[config.mk]
export PLATFORM = sky130hd
export DESIGN_NAME = fetch_controller
export DESIGN_NICKNAME = d
export VERILOG_FILES = /design/src/rtl/fetch_pkg.sv /design/src/rtl/fetch_buffer.sv /design/src/rtl/fetch_controller.sv
export SDC_FILE = /design/constraint.sdc
export NUM_CORES = 1
export LEC_CHECK = 0
export CORE_MARGIN = 4
export CORE_UTILIZATION = 56
export CTS_CLUSTER_DIAMETER = 40
export DETAILED_ROUTE_END_ITERATION = 8
export GPL_ROUTABILITY_DRIVEN = 0
export PLACE_DENSITY_LB_ADDON = 0.1
export SLEW_MARGIN = 5
export SYNTH_ARGS = -nofsm -noshare
export SYNTH_HDL_FRONTEND = slang
export SYNTH_SLANG_ARGS = --single-unit
export TNS_END_PERCENT = 5
[constraint.sdc]
create_clock -name clk -period 6.2 [get_ports clk]
set_input_delay 1.86 -clock clk [delete_from_list [all_inputs] [get_ports clk]]
set_output_delay 1.86 -clock clk [all_outputs]
set_load 0.05 [all_outputs]
[src/rtl/fetch_pkg.sv]
// Shared types for the instruction fetch path: word geometry, FSM states, buffered fetch entries.
package fetch_pkg;

  localparam int XLEN        = 32;
  localparam int INSTR_BYTES = 4;

  typedef enum logic {
    RUN,
    FAULT
  } fetch_state_t;

  typedef struct packed {
    logic [XLEN-1:0] pc;
    logic [XLEN-1:0] instr;
  } fetch_entry_t;

endpackage

[src/rtl/fetch_buffer.sv]
// Small FIFO of fetched {pc, instr} entries; push/pop take effect at the clock edge, head is combinational.
// Flush empties it in one cycle and dominates push/pop; the caller guarantees no push when full.
module fetch_buffer
  import fetch_pkg::*;
#(
  parameter int BUF_DEPTH = 2
) (
  input  logic                             clk,
  input  logic                             rst_n,
  input  logic                             push,
  input  fetch_entry_t                     push_entry,
  input  logic                             pop,
  input  logic                             flush,
  output logic [$clog2(BUF_DEPTH+1)-1:0]   count,
  output fetch_entry_t                     head
);

  localparam int CW = $clog2(BUF_DEPTH + 1);
  localparam int PW = (BUF_DEPTH > 1) ? $clog2(BUF_DEPTH) : 1;

  fetch_entry_t  mem [BUF_DEPTH];
  logic [PW-1:0] rd_ptr;
  logic [PW-1:0] wr_ptr;

  // Explicit wrap keeps non-power-of-two depths correct.
  function automatic logic [PW-1:0] bump(input logic [PW-1:0] p);
    return (p == PW'(BUF_DEPTH - 1)) ? '0 : p + PW'(1);
  endfunction

  always_ff @(posedge clk or negedge rst_n) begin
    if (!rst_n) begin
      rd_ptr <= '0;
      wr_ptr <= '0;
      count  <= '0;
      for (int i = 0; i < BUF_DEPTH; i++) begin
        mem[i] <= '0;
      end
    end else if (flush) begin
      rd_ptr <= '0;
      wr_ptr <= '0;
      count  <= '0;
    end else begin
      if (push) begin
        mem[wr_ptr] <= push_entry;
        wr_ptr      <= bump(wr_ptr);
      end
      if (pop) begin
        rd_ptr <= bump(rd_ptr);
      end
      count <= count + CW'(push) - CW'(pop);
    end
  end

  assign head = mem[rd_ptr];

endmodule

[src/rtl/fetch_controller.sv]
// Owns the PC, issues one word read per cycle to a 1-cycle-latency imem, delivers via valid/ready (2-cycle issue-to-output).
// Issues only when the buffer can absorb the landing word, so decode stalls never drop or duplicate; faults stick until reset.
module fetch_controller
  import fetch_pkg::*;
#(
  parameter logic [31:0] RESET_PC   = 32'h0000_0000,
  parameter int          IMEM_BYTES = 16,
  parameter int          BUF_DEPTH  = 2
) (
  input  logic        clk,
  input  logic        rst_n,
  output logic [31:0] imem_pc,
  input  logic [31:0] imem_instr,
  input  logic        redirect_valid,
  input  logic [31:0] redirect_pc,
  output logic        out_valid,
  input  logic        out_ready,
  output logic [31:0] out_instr,
  output logic [31:0] out_pc,
  output logic        fault,
  output logic [31:0] fault_pc
);

  localparam int CW = $clog2(BUF_DEPTH + 1);

  fetch_state_t    state, state_nxt;
  logic [XLEN-1:0] fetch_pc, fetch_pc_nxt;
  logic            inflight, inflight_nxt;
  logic [XLEN-1:0] inflight_pc, inflight_pc_nxt;
  logic [XLEN-1:0] fault_pc_nxt;

  logic            land;
  logic            pop;
  logic            push;
  logic            flush;
  logic            legal;
  logic            room;
  logic [XLEN:0]   last_byte;
  logic [CW:0]     occ_next;
  logic [CW-1:0]   count;
  fetch_entry_t    head;
  fetch_entry_t    land_entry;

  assign land = inflight;
  assign pop  = out_valid && out_ready;

  // One extra bit so a fetch near the top of the address space cannot wrap into legality.
  assign last_byte = {1'b0, fetch_pc} + (XLEN+1)'(INSTR_BYTES - 1);
  assign legal     = (fetch_pc[1:0] == 2'b00) && (last_byte < (XLEN+1)'(IMEM_BYTES));

  // Occupancy after this edge, counting the word already in flight.
  assign occ_next = {1'b0, count} + (CW+1)'(land) - (CW+1)'(pop);
  assign room     = occ_next < (CW+1)'(BUF_DEPTH);

  always_comb begin
    state_nxt       = state;
    fetch_pc_nxt    = fetch_pc;
    inflight_nxt    = 1'b0;
    inflight_pc_nxt = inflight_pc;
    fault_pc_nxt    = fault_pc;
    push            = land;
    flush           = 1'b0;
    case (state)
      RUN: begin
        if (redirect_valid) begin
          flush        = 1'b1;
          push         = 1'b0;
          fetch_pc_nxt = redirect_pc;
        end else if (!legal) begin
          state_nxt    = FAULT;
          fault_pc_nxt = fetch_pc;
        end else if (room) begin
          inflight_nxt    = 1'b1;
          inflight_pc_nxt = fetch_pc;
          fetch_pc_nxt    = fetch_pc + XLEN'(INSTR_BYTES);
        end
      end
      FAULT: begin
        state_nxt = FAULT;
      end
      default: begin
        state_nxt = RUN;
      end
    endcase
  end

  always_ff @(posedge clk or negedge rst_n) begin
    if (!rst_n) begin
      state       <= RUN;
      fetch_pc    <= RESET_PC;
      inflight    <= 1'b0;
      inflight_pc <= '0;
      fault_pc    <= '0;
    end else begin
      state       <= state_nxt;
      fetch_pc    <= fetch_pc_nxt;
      inflight    <= inflight_nxt;
      inflight_pc <= inflight_pc_nxt;
      fault_pc    <= fault_pc_nxt;
    end
  end

  assign land_entry = '{pc: inflight_pc, instr: imem_instr};

  fetch_buffer #(
    .BUF_DEPTH(BUF_DEPTH)
  ) u_buffer (
    .clk       (clk),
    .rst_n     (rst_n),
    .push      (push),
    .push_entry(land_entry),
    .pop       (pop),
    .flush     (flush),
    .count     (count),
    .head      (head)
  );

  assign imem_pc   = fetch_pc;
  assign out_valid = (count != '0);
  assign out_pc    = head.pc;
  assign out_instr = head.instr;
  assign fault     = (state == FAULT);

endmodule
=== Yosys cells after proc, flatten, opt, wreduce, memory -nomap -nowiden ===
Index checks and enable logic that the tools add are counted.

* Word-level logic and storage cells: 71
* Register bits after elaboration: 230
* Input bits: 68
* Output and inout bits: 130

* $lt $le $gt $ge: 5
* $add $sub $neg: 8
* Bitwise gates (word level): 6
* Mux-type cells: 27
* Reduce and logical (&&, ||, !) cells: 13

{| class="wikitable"
|+ Operators by type and width
! operator !! count
|-
| 2-to-1 mux 64 bit || 4
|-
| bitwise mux 128 bit || 1
|-
| 2-to-1 mux 32 bit || 3
|-
| demux 64 bit (select 1 bit) || 1
|-
| adder 32 x 2 -> 33 bit (second input constant) || 1
|-
| less-than comparator 33 x 5 -> 1 bit (second input constant) || 1
|-
| adder 32 x 3 -> 32 bit (second input constant) || 1
|-
| 2-to-1 mux 1 bit || 16
|-
| nonzero test 2 bit || 5
|-
| AND reduction 3 bit || 2
|-
| greater-or-equal comparator 2 bit (second input constant) || 2
|-
| inverter 1 bit || 4
|-
| inverter 1 -> 2 bit || 2
|-
| AND reduction 4 bit || 1
|-
| adder 2 x 1 -> 3 bit || 1
|-
| logical AND 1 bit || 3
|-
| less-than comparator 3 x 2 -> 1 bit (second input constant) || 1
|-
| subtractor 3 x 1 -> 3 bit || 1
|-
| adder 1 bit (second input constant) || 2
|-
| adder 2 x 1 -> 2 bit || 1
|-
| logical NOT 2 bit || 1
|-
| less-than comparator 2 x 1 -> 1 bit (second input constant) || 1
|-
| 2-to-1 mux 2 bit || 1
|-
| one-hot mux 1 bit (2 select lines) || 1
|-
| other kinds (2) || 2
|}

=== Depth between registers and ports, before layout ===
Gate-level depths: netlist (run 1).

* Depth in word-level cells: 8
* Mapped depth: 13
* Gate-level depth less buffers: 11

=== Cells and area by module ===
From an unflattened synthesis (run 1), not the netlist that was laid out.

* Cells, all modules: 744
* Area total of the unflattened synthesis: 10263.6 um2

{| class="wikitable"
|+ Modules (own cells, without submodules)
! module !! times used !! seq. area each (um2) !! area each (um2) !! cells an instance
|-
| fetch_buffer || 1 || 3303.2 || 6048.3 || 358
|-
| fetch_controller || 1 || 2452.4 || 4215.3 || 386
|}

=== Worst setup path before layout (run 1) ===
No wires, ideal clock.

* Kind: input -> register
* From: input port out_ready
* To: register inflight_pc[2]
* Data required time: 6.072 ns
* Data arrival time: 3.681 ns
* Path slack: 2.391 ns
* Buffers on the path: 1
* Setup time: 0.128 ns
* Stages: 10
* Cells stage by stage: and2_1 -> ha_1 -> inv_1 -> nand2_1 -> fa_1 -> xnor2_1 -> and3_1 -> and4b_1 -> buf_4 -> mux2_1

* Word-level cells in the longest chain between the ends: 4

{| class="wikitable"
|+ RTL lines
! item !! line !! source
|-
| start, declared || fetch_controller.sv:17 || <nowiki>input logic out_ready,</nowiki>
|-
| logical AND 1 bit || fetch_controller.sv:45 || <nowiki>assign pop = out_valid && out_ready;</nowiki>
|-
| subtractor 3 x 1 -> 3 bit || fetch_controller.sv:52 || <nowiki>assign occ_next = {1'b0, count} + (CW+1)'(land) - (CW+1)'(pop);</nowiki>
|-
| less-than comparator 3 x 2 -> 1 bit || fetch_controller.sv:53 || <nowiki>assign room = occ_next < (CW+1)'(BUF_DEPTH);</nowiki>
|-
| AND reduction 4 bit (no line) || - ||
|-
| end signal, assigned || fetch_controller.sv:98 || <nowiki>inflight_pc <= inflight_pc_nxt;</nowiki>
|-
| end, declared || fetch_controller.sv:29 || <nowiki>logic [XLEN-1:0] inflight_pc, inflight_pc_nxt;</nowiki>
|}

No other way between the ends.
A chain may end at the register's enable or synchronous reset.

=== Worst setup path in the final report (run 1) ===
* From: register u_buffer.rd_ptr
* To: output port out_pc[0]

* Word-level cells in the longest chain between the ends: 4

{| class="wikitable"
|+ RTL lines
! item !! line !! source
|-
| start, declared || fetch_buffer.sv:22 || <nowiki>logic [PW-1:0] rd_ptr;</nowiki>
|-
| start signal, assigned || fetch_buffer.sv:48 || <nowiki>rd_ptr <= bump(rd_ptr);</nowiki>
|-
| inverter 1 -> 2 bit (implied by the code) || fetch_buffer.sv:54 || <nowiki>assign head = mem[rd_ptr];</nowiki>
|-
| 2-to-1 mux 64 bit (implied by the code) (3 in series) || fetch_buffer.sv:54 ||
|-
| end, declared || fetch_controller.sv:19 || <nowiki>output logic [31:0] out_pc,</nowiki>
|}

No other way between the ends. The select of a mux whose other input is x is not followed.

==> Implementation_results.wiki, run 1 <==
{| class="wikitable"
! Metric !! Value
|-
| Worst R2R Start || imem_pc[2]$_DFFE_PN0P_
|-
| Floorplan die area || around 0.020 mm²
|-
| Die H || between 100 and 150 µm
|-
| Fmax || around 220 MHz
|-
| Class of the most critical setup path || reg -> out
|-
| Mapped cell area || roughly 0.01 mm²
|-
| Remaining antenna violation count || 0
|-
| Ys flop type || dfrtp_1
|-
| Internal power || roughly 2.7 mW
|-
| Classification of the worst-slack hold path || reg -> reg
|-
| Sequential cell area fraction in the yosys report || a little under three fifths
|-
| Leading cell types in the layout, fill and taps excluded || 229 x dfrtp_1, 197 x mux2_2, 196 x clkdlybuf4s50_1
|-
| Count of instances resized after the clock tree is built || 0
|-
| Maximum number of pins on one net before global-route repair || between 100 and 150
|-
| Required time of the worst setup path || roughly 4.3 ns
|-
| Run status || finished, final reports clean
|-
| Number of cells on the worst reg-to-reg path || 9
|-
| Number of sinks handled by clock tree synthesis || 230
|-
| Average footprint of a synthesized cell || 13.6 µm²
|-
| Worst slew margin || 39.2%
|-
| Slew of the pin with the lowest slew margin || 0.912 ns
|-
| Critical Path Source Type || flop
|-
| WHS || around 0.50 ns
|-
| Leading cell type in the layout, fill and taps excluded || dfrtp_1
|-
| Detailed route wirelength on metal2 || 11400 µm
|-
| RSZ-0062 raised after global routing || false
|-
| Number of warnings printed during yosys synthesis || 0
|-
| Setup TNS || 0 ns
|-
| # diodes || 0
|-
| H-tree depth reported by CTS || 1
|-
| CTS tree || done
|-
| Capture point of the worst reg-to-reg path || inflight_pc[2]$_DFFE_PN0P_
|-
| Area grow syn2layout || 31.8%
|-
| Clock power frac || between 40% and 50%
|-
| Number of design-rule violations left by the first detailed-router iteration || 361
|-
| PortBufs || about 200
|-
| Number of max-slew violations in the final report || 0
|-
| Detail-routed net length per standard cell || ~19 µm
|-
| Clock transition at the registers of the reported paths || approximately 0.06 ns
|-
| Number of rows created at floorplan || between 40 and 50
|-
| Share of async-settable or async-resettable flops after synthesis || 100%
|-
| Worst Skew || 0.0210 ns
|-
| Fraction of final layout cells sized beyond drive strength 1 || 31.2%
|-
| Largest driver fanout on the critical path || 65
|-
| Worst Slack Setup Final || ~1.6 ns
|-
| Top layer in use || met4
|-
| Fillcell total || between 1000 and 1500
|-
| Final HPWL from detailed placement || around 15000 µm
|-
| Synth cell types || approximately 50
|-
| Overall die width || roughly 140 µm
|-
| Post-route fraction of the period consumed by the critical path || 74.5%
|-
| Overflow left after global routing || 0
|-
| Critical Path Sink Type || primary output
|-
| Number of buffers inserted to repair setup after CTS || 0
|-
| Placed cell count || ~1100
|-
| Number of nets produced by synthesis || around 800
|-
| Latest clock arrival within the worst-skew pair || 0.54 ns
|-
| All-layer global routing usage || 22.7%
|-
| Total vias in the final route || ~6500
|-
| Switching power total || just over 0.9 mW
|-
| Logic pwr share || between 10 and 15%
|-
| Max-cap violation count || 0
|-
| Number of flip-flops and latches in the synthesized netlist || 230
|-
| DR vias/cell || roughly 5.5
|-
| Min cycle time layout || about 4.6 ns
|-
| Drt first pass iters || 4
|-
| Placement Setup Slack || ~1.1 ns
|-
| Power per standard cell area || around 280 mW/mm²
|-
| Wire length of the first global-routing pass || ~37000 µm
|-
| Sequential Power Share || roughly 43%
|-
| Number of nets in the layout || roughly 1000
|-
| Worst Hold Depth || 1
|-
| Final Core Density || roughly three quarters
|-
| Cells after Synth || 740
|-
| Count of flip-flops with a built-in enable after synthesis || 0
|-
| CP Data Arrival Time || approximately 2.8 ns
|-
| Routed WL || approximately 23000 µm
|-
| Number of antenna violations at the first check in global routing || 0
|-
| Post-Route M1 WL || ~9500 µm
|-
| Max Root-Sink Buffers || 3
|-
| CTS root buffer || clkbuf_16
|-
| Count of boundary I/O pins || a little under 200
|-
| Total of hold buffers inserted after clock tree synthesis || 0
|-
| Leakage power of the design || ~6.3 nW
|-
| DRC || 0
|-
| Number of global-route vias before repair || approximately 7200
|-
| Switching power as a share of total power || roughly a quarter
|-
| Core box area || roughly 0.017 mm²
|-
| Setup Viol. Count Final || 0
|-
| Inserted Clock Buffers || 31
|-
| Reg2reg setup slack || between 2 and 2.5 ns
|-
| Final hold viol count || 0
|-
| Starting Density || approximately 58%
|-
| Launch point of the worst hold path || u_buffer.mem[76]$_DFFE_PN0P_
|-
| Post-Layout Cell Count || between 1000 and 1500
|-
| Routed wire length on met3 || ~1300 µm
|-
| Worst voltage drop across the vdd grid || about 0.25 mV
|-
| Sink of the worst hold path || u_buffer.mem[76]$_DFFE_PN0P_
|}
==> through the flow <==
step           cell area [µm²]  power, mW
2_1_floorplan            10000       1.83
3_3_place_gp             12200       1.98
3_5_place_dp             12200       1.99
4_1_cts                  13200       3.69
5_1_grt                  13200       3.78
6_report                 13200       3.65
==> cells by family after synthesis <==
group | count (synthesis) | synth area share, %
flip-flops | 230 | 57.3
AND/OR/NAND/NOR | 166 | 8.65
multiplexers | 230 | 26.9
XOR/XNOR | 8 | 0.698
AO/OA/AOI/OAI | 44 | 3.18
adder cells (fa/ha/maj) | 5 | 0.698
buffers and inverters | 57 | 2.54
==> critical path, cell delays in order, from the launching register on <==
cell	delay [ns]
dfrtp_2	0.34
buf_4	0.69
mux2_2	0.41
clkdlybuf4s50_1	0.73
==> flip-flops by register name, summed over array words and instances, names as in the netlist <==
name	count
u_buffer.count	2
u_buffer.mem	128
u_buffer.wr_ptr	1
u_buffer.rd_ptr	1
inflight_pc	32
fault_pc	32
fault	1
imem_pc	32
inflight	1
==> layer usage <==
metal / track usage, % / vias up
met5: 0 / -
met4: 6.01 / 0
met3: 4.82 / 35
met2: 39.3 / 192
met1: 29.3 / 3320
li1: - / 3002
==> power by group through the flow <==
stage	clock (mW)	combinational, mW	sequential, mW
2_1_floorplan	0	0.218	1.61
3_3_place_gp	0	0.403	1.58
3_5_place_dp	0	0.412	1.58
4_1_cts	1.72	0.413	1.56
5_1_grt	1.79	0.438	1.56
6_report	1.69	0.405	1.56
==> synth_stat cells (2+ instances only) <==
master	number	area [µm²]
buf_4	3	22.5
mux2_1	2	22.5
nand3_1	5	25.0
o31ai_1	2	15.0
mux2_2	197	2220
buf_6	4	45.0
nor3_1	2	10.0
o21ai_0	14	70.1
nor2b_1	34	213
clkbuf_1	30	113
xnor2_1	7	61.3
dfrtp_1	230	5760
or3_1	3	18.8
nor2_1	22	82.6
a21oi_1	6	30.0
nor4_1	4	25.0
inv_1	19	71.3
a31oi_1	10	62.6
ha_1	4	50.1
mux2_4	30	450
and2_1	7	43.8
nand4_1	11	68.8
nand2_1	63	236
and3_1	4	25.0
==> worst max-delay path by stage <==
stage                                      startpoint  slack, ns  cells past startpoint                            to
after global placement                 redirect_valid       1.24                      6  u_buffer.mem[29]$_DFFE_PN0P_
after detailed placement               redirect_valid       1.12                      6   u_buffer.mem[1]$_DFFE_PN0P_
after CTS                 u_buffer.rd_ptr$_DFFE_PN0P_       1.55                      3                     out_pc[7]
after floorplan                             out_ready       2.39                     10    inflight_pc[2]$_DFFE_PN0P_
final                     u_buffer.rd_ptr$_DFFE_PN0P_       1.58                      3                     out_pc[0]
after global routing                   redirect_valid       1.44                      6  u_buffer.mem[21]$_DFFE_PN0P_
==> area by class of cell <==
class                           count  area, µm²  area share, %
Tap cell                          225        282           2.13
Clock inverter                     17        173           1.31
Sequential cell                   230       5760           43.5
Timing Repair Buffer              203       2060           15.6
Multi-Input combinational cell    453       4040           30.6
Clock buffer                       40        840           6.35
Inverter                           20       75.1          0.568
Note: power is estimated with default switching activity, not from simulation.
==> run 2: changes to the inputs <==
Settings changed: CORE_UTILIZATION 56 to 47.
Clock period 6.2 ns to 3.95 ns, I/O delays scaled along.
==> run 2 against run 1 <==
  * Worst hold slack worse by 0.0025 ns
  * Critical path type unchanged
  * Design area is 2.5% higher
  * Power is 68% higher
  * Critical path depth stayed put
  * Clock power is 80% higher
  * Worst setup slack worse by 1.3 ns
  * Core utilization is 11 points lower
  * Global-route usage is 3.1 points lower
  * First-iteration DRC count is 40% lower
==> Implementation_results.wiki, run 2 (same netlist as run 1, synthesis figures left out) <==
{| class="wikitable"
! Metric !! Value
|-
| Run status || finished, final reports clean
|-
| Number of nets in the layout || 1026 (+1.4%)
|-
| Wire length of the first global-routing pass || 37900 µm (+2.0%)
|-
| Post-Layout Cell Count || 1254 (+5.6%)
|-
| Latest clock arrival within the worst-skew pair || 0.50 ns (-0.04 ns)
|-
| Overall die width || 154 µm (+8.6%)
|-
| Min cycle time layout || 3.67 ns
|-
| DRC || 0 (unchanged)
|-
| Power per standard cell area || 454 mW/mm² (+64%)
|-
| Detail-routed net length per standard cell || 18.5 µm (-3.0%)
|-
| CTS tree || done
|-
| Max-cap violation count || 0 (unchanged)
|-
| Critical Path Sink Type || primary output
|-
| Count of instances resized after the clock tree is built || 0 (unchanged)
|-
| Fraction of final layout cells sized beyond drive strength 1 || 32.3% (+1.2 points)
|-
| Worst Skew || 0.0168 ns (-0.00429 ns)
|-
| Final Core Density || 64.5% (-11 points)
|-
| Setup TNS || 0 ns (unchanged)
|-
| Post-route fraction of the period consumed by the critical path || ~93%
|-
| PortBufs || 197 (unchanged)
|-
| Final hold viol count || 0 (unchanged)
|-
| RSZ-0062 raised after global routing || false
|-
| Largest driver fanout on the critical path || 44 (-32%)
|-
| Clock transition at the registers of the reported paths || 0.05 ns (about the same)
|-
| Register area || 0.00576 mm² (unchanged)
|-
| Required time of the worst setup path || 2.76 ns (-1.58 ns)
|-
| Drt first pass iters || 4 (unchanged)
|-
| Total vias in the final route || 6654 (+1.6%)
|-
| CP Data Arrival Time || 2.48 ns (-0.28 ns)
|-
| Number of sinks handled by clock tree synthesis || 230 (unchanged)
|-
| Internal power || 4.65 mW (+70%)
|-
| Max Root-Sink Buffers || 3 (unchanged)
|-
| Slew of the pin with the lowest slew margin || 0.621 ns (-0.290 ns)
|-
| Number of global-route vias before repair || 7226 (+0.44%)
|-
| Worst slew margin || 58.6% (+19 points)
|-
| Count of boundary I/O pins || 198 (unchanged)
|-
| Maximum number of pins on one net before global-route repair || 82 (-32%)
|-
| Critical Path Source Type || flop
|-
| Overflow left after global routing || 0 (unchanged)
|-
| All-layer global routing usage || 19.6% (-3.1 points)
|-
| Area grow syn2layout || 35.0%
|-
| Setup Viol. Count Final || 0 (unchanged)
|-
| Number of rows created at floorplan || 53 (+10%)
|-
| Starting Density || 47.8% (-9.9 points)
|-
| Remaining antenna violation count || 0 (unchanged)
|-
| Fmax || roughly 270 MHz
|-
| Clock power frac || 49.5% (+3.2 points)
|-
| Total of hold buffers inserted after clock tree synthesis || 0 (unchanged)
|-
| Number of max-slew violations in the final report || 0 (unchanged)
|-
| Number of antenna violations at the first check in global routing || 2 (+2)
|-
| Number of buffers inserted to repair setup after CTS || 0 (unchanged)
|-
| Leading cell type in the layout, fill and taps excluded || dfrtp_1
|-
| Worst voltage drop across the vdd grid || 0.326 mV (+31%)
|-
| Floorplan die area || 0.0238 mm² (+18%)
|-
| Routed WL || 23200 µm (+2.4%)
|-
| Register ranked first by flip-flop count || u_buffer.mem
|-
| Classification of the worst-slack hold path || reg -> reg
|-
| Switching power as a share of total power || 24.4% (-0.53 points)
|-
| Die H || 154 µm (+8.6%)
|-
| Inserted Clock Buffers || 35 (+13%)
|-
| Switching power total || 1.50 mW (+65%)
|-
| Flip-flop count of the largest register after layout || 128 (unchanged)
|-
| Number of design-rule violations left by the first detailed-router iteration || 215 (-40%)
|-
| Logic pwr share || 10.3% (-0.8 points)
|-
| CTS root buffer || clkbuf_16
|-
| Leading cell types in the layout, fill and taps excluded || 229 x dfrtp_1, 197 x mux2_2, 196 x clkdlybuf4s50_1
|-
| Placed cell count || 1191 (+5.3%)
|-
| Leakage power of the design || 6.48 nW (+2.4%)
|-
| Core box area || 0.0210 mm² (+21%)
|-
| Area of the multi-input gates || 0.00405 mm² (about the same)
|-
| Sequential Power Share || 40.2% (-2.4 points)
|-
| H-tree depth reported by CTS || 2 (+1)
|-
| Fillcell total || 1578 (+47%)
|-
| DR vias/cell || 5.31 (-3.7%)
|-
| Final HPWL from detailed placement || 15700 µm (+3.5%)
|-
| Class of the most critical setup path || reg -> out
|}
-- run 2: changes by cell type in the layout (fill, tap and decap cells not counted), sizes merged --
cell      change
diode         +2
bufinv        +1
clkinv        +1
clkinvlp      -1
clkbuf        +3
buf          +10
-- run 2: power by group through the flow --
| stage | registers, mW | logic [mW] | clock network (mW) |
|---|---|---|---|
| 4_1_cts | 2.47 | 0.645 | 3.12 |
| 6_report | 2.47 | 0.633 | 3.05 |
| 5_1_grt | 2.48 | 0.690 | 3.24 |
| 3_5_place_dp | 2.51 | 0.644 | 0 |
| 3_3_place_gp | 2.51 | 0.639 | 0 |
| 2_1_floorplan | 2.53 | 0.343 | 0 |
-- run 2: area by class of cell --
cell class              count  area share [%]
inverters                  20           0.554
flip-flops and latches    230            42.5
multi-input cells         453            29.8
clock inverters            18            1.50
well taps                 275            2.54
repair buffers            213            15.8
clock buffers              43            7.22
diodes                      2          0.0369
-- run 2: path summary, 6_finish.rpt --
path | startpoint | end | slack [ns] | depth (start not counted)
min | u_buffer.mem[126]$_DFFE_PN0P_ | u_buffer.mem[126]$_DFFE_PN0P_ | 0.50 | 1
max | u_buffer.rd_ptr$_DFFE_PN0P_ | out_pc[6] | 0.28 | 3
max in group asynchronous | rst_n | u_buffer.mem[3]$_DFFE_PN0P_ | 2.42 | 2
max reg2reg | imem_pc[2]$_DFFE_PN0P_ | inflight_pc[18]$_DFFE_PN0P_ | 0.60 | 10
min in group asynchronous | rst_n | fault_pc[19]$_DFFE_PN0P_ | 0.68 | 1
min reg2reg | u_buffer.mem[126]$_DFFE_PN0P_ | u_buffer.mem[126]$_DFFE_PN0P_ | 0.50 | 1
-- run 2: metrics by stage --
stage / hold WS (ns) / worst slack, ns / instance area (µm²) / power (mW)
2_1_floorplan: 0.471 / 0.809 / 10000 / 2.87
3_3_place_gp: 0.481 / 0.211 / 12400 / 3.15
3_5_place_dp: 0.490 / 0.180 / 12400 / 3.15
4_1_cts: 0.503 / 0.228 / 13600 / 6.24
5_1_grt: 0.515 / 0.188 / 13600 / 6.40
6_report: 0.500 / 0.280 / 13600 / 6.15
-- run 2: worst max-delay path, stage by stage, from the launching register on --
cell,delay (ns)
dfrtp_2,0.55
buf_12,0.30
mux2_2,0.37
clkdlybuf4s50_1,0.72
-- run 2: layer usage --
metal | up-vias | track usage (%) | wire length (µm)
met4 | 0 | 6.56 | 553
met5 | - | 0 | 0
met3 | 49 | 4.45 | 1260
met1 | 3376 | 25.9 | 10000
li1 | 3038 | - | -
met2 | 191 | 32.2 | 11400
==> run 3: changes to the inputs <==
Settings changed: CAP_MARGIN from default to 20, SLEW_MARGIN 5 to 20.
==> results of run 3 <==
Final layout, timing and power as in run 2 (identical DEF).
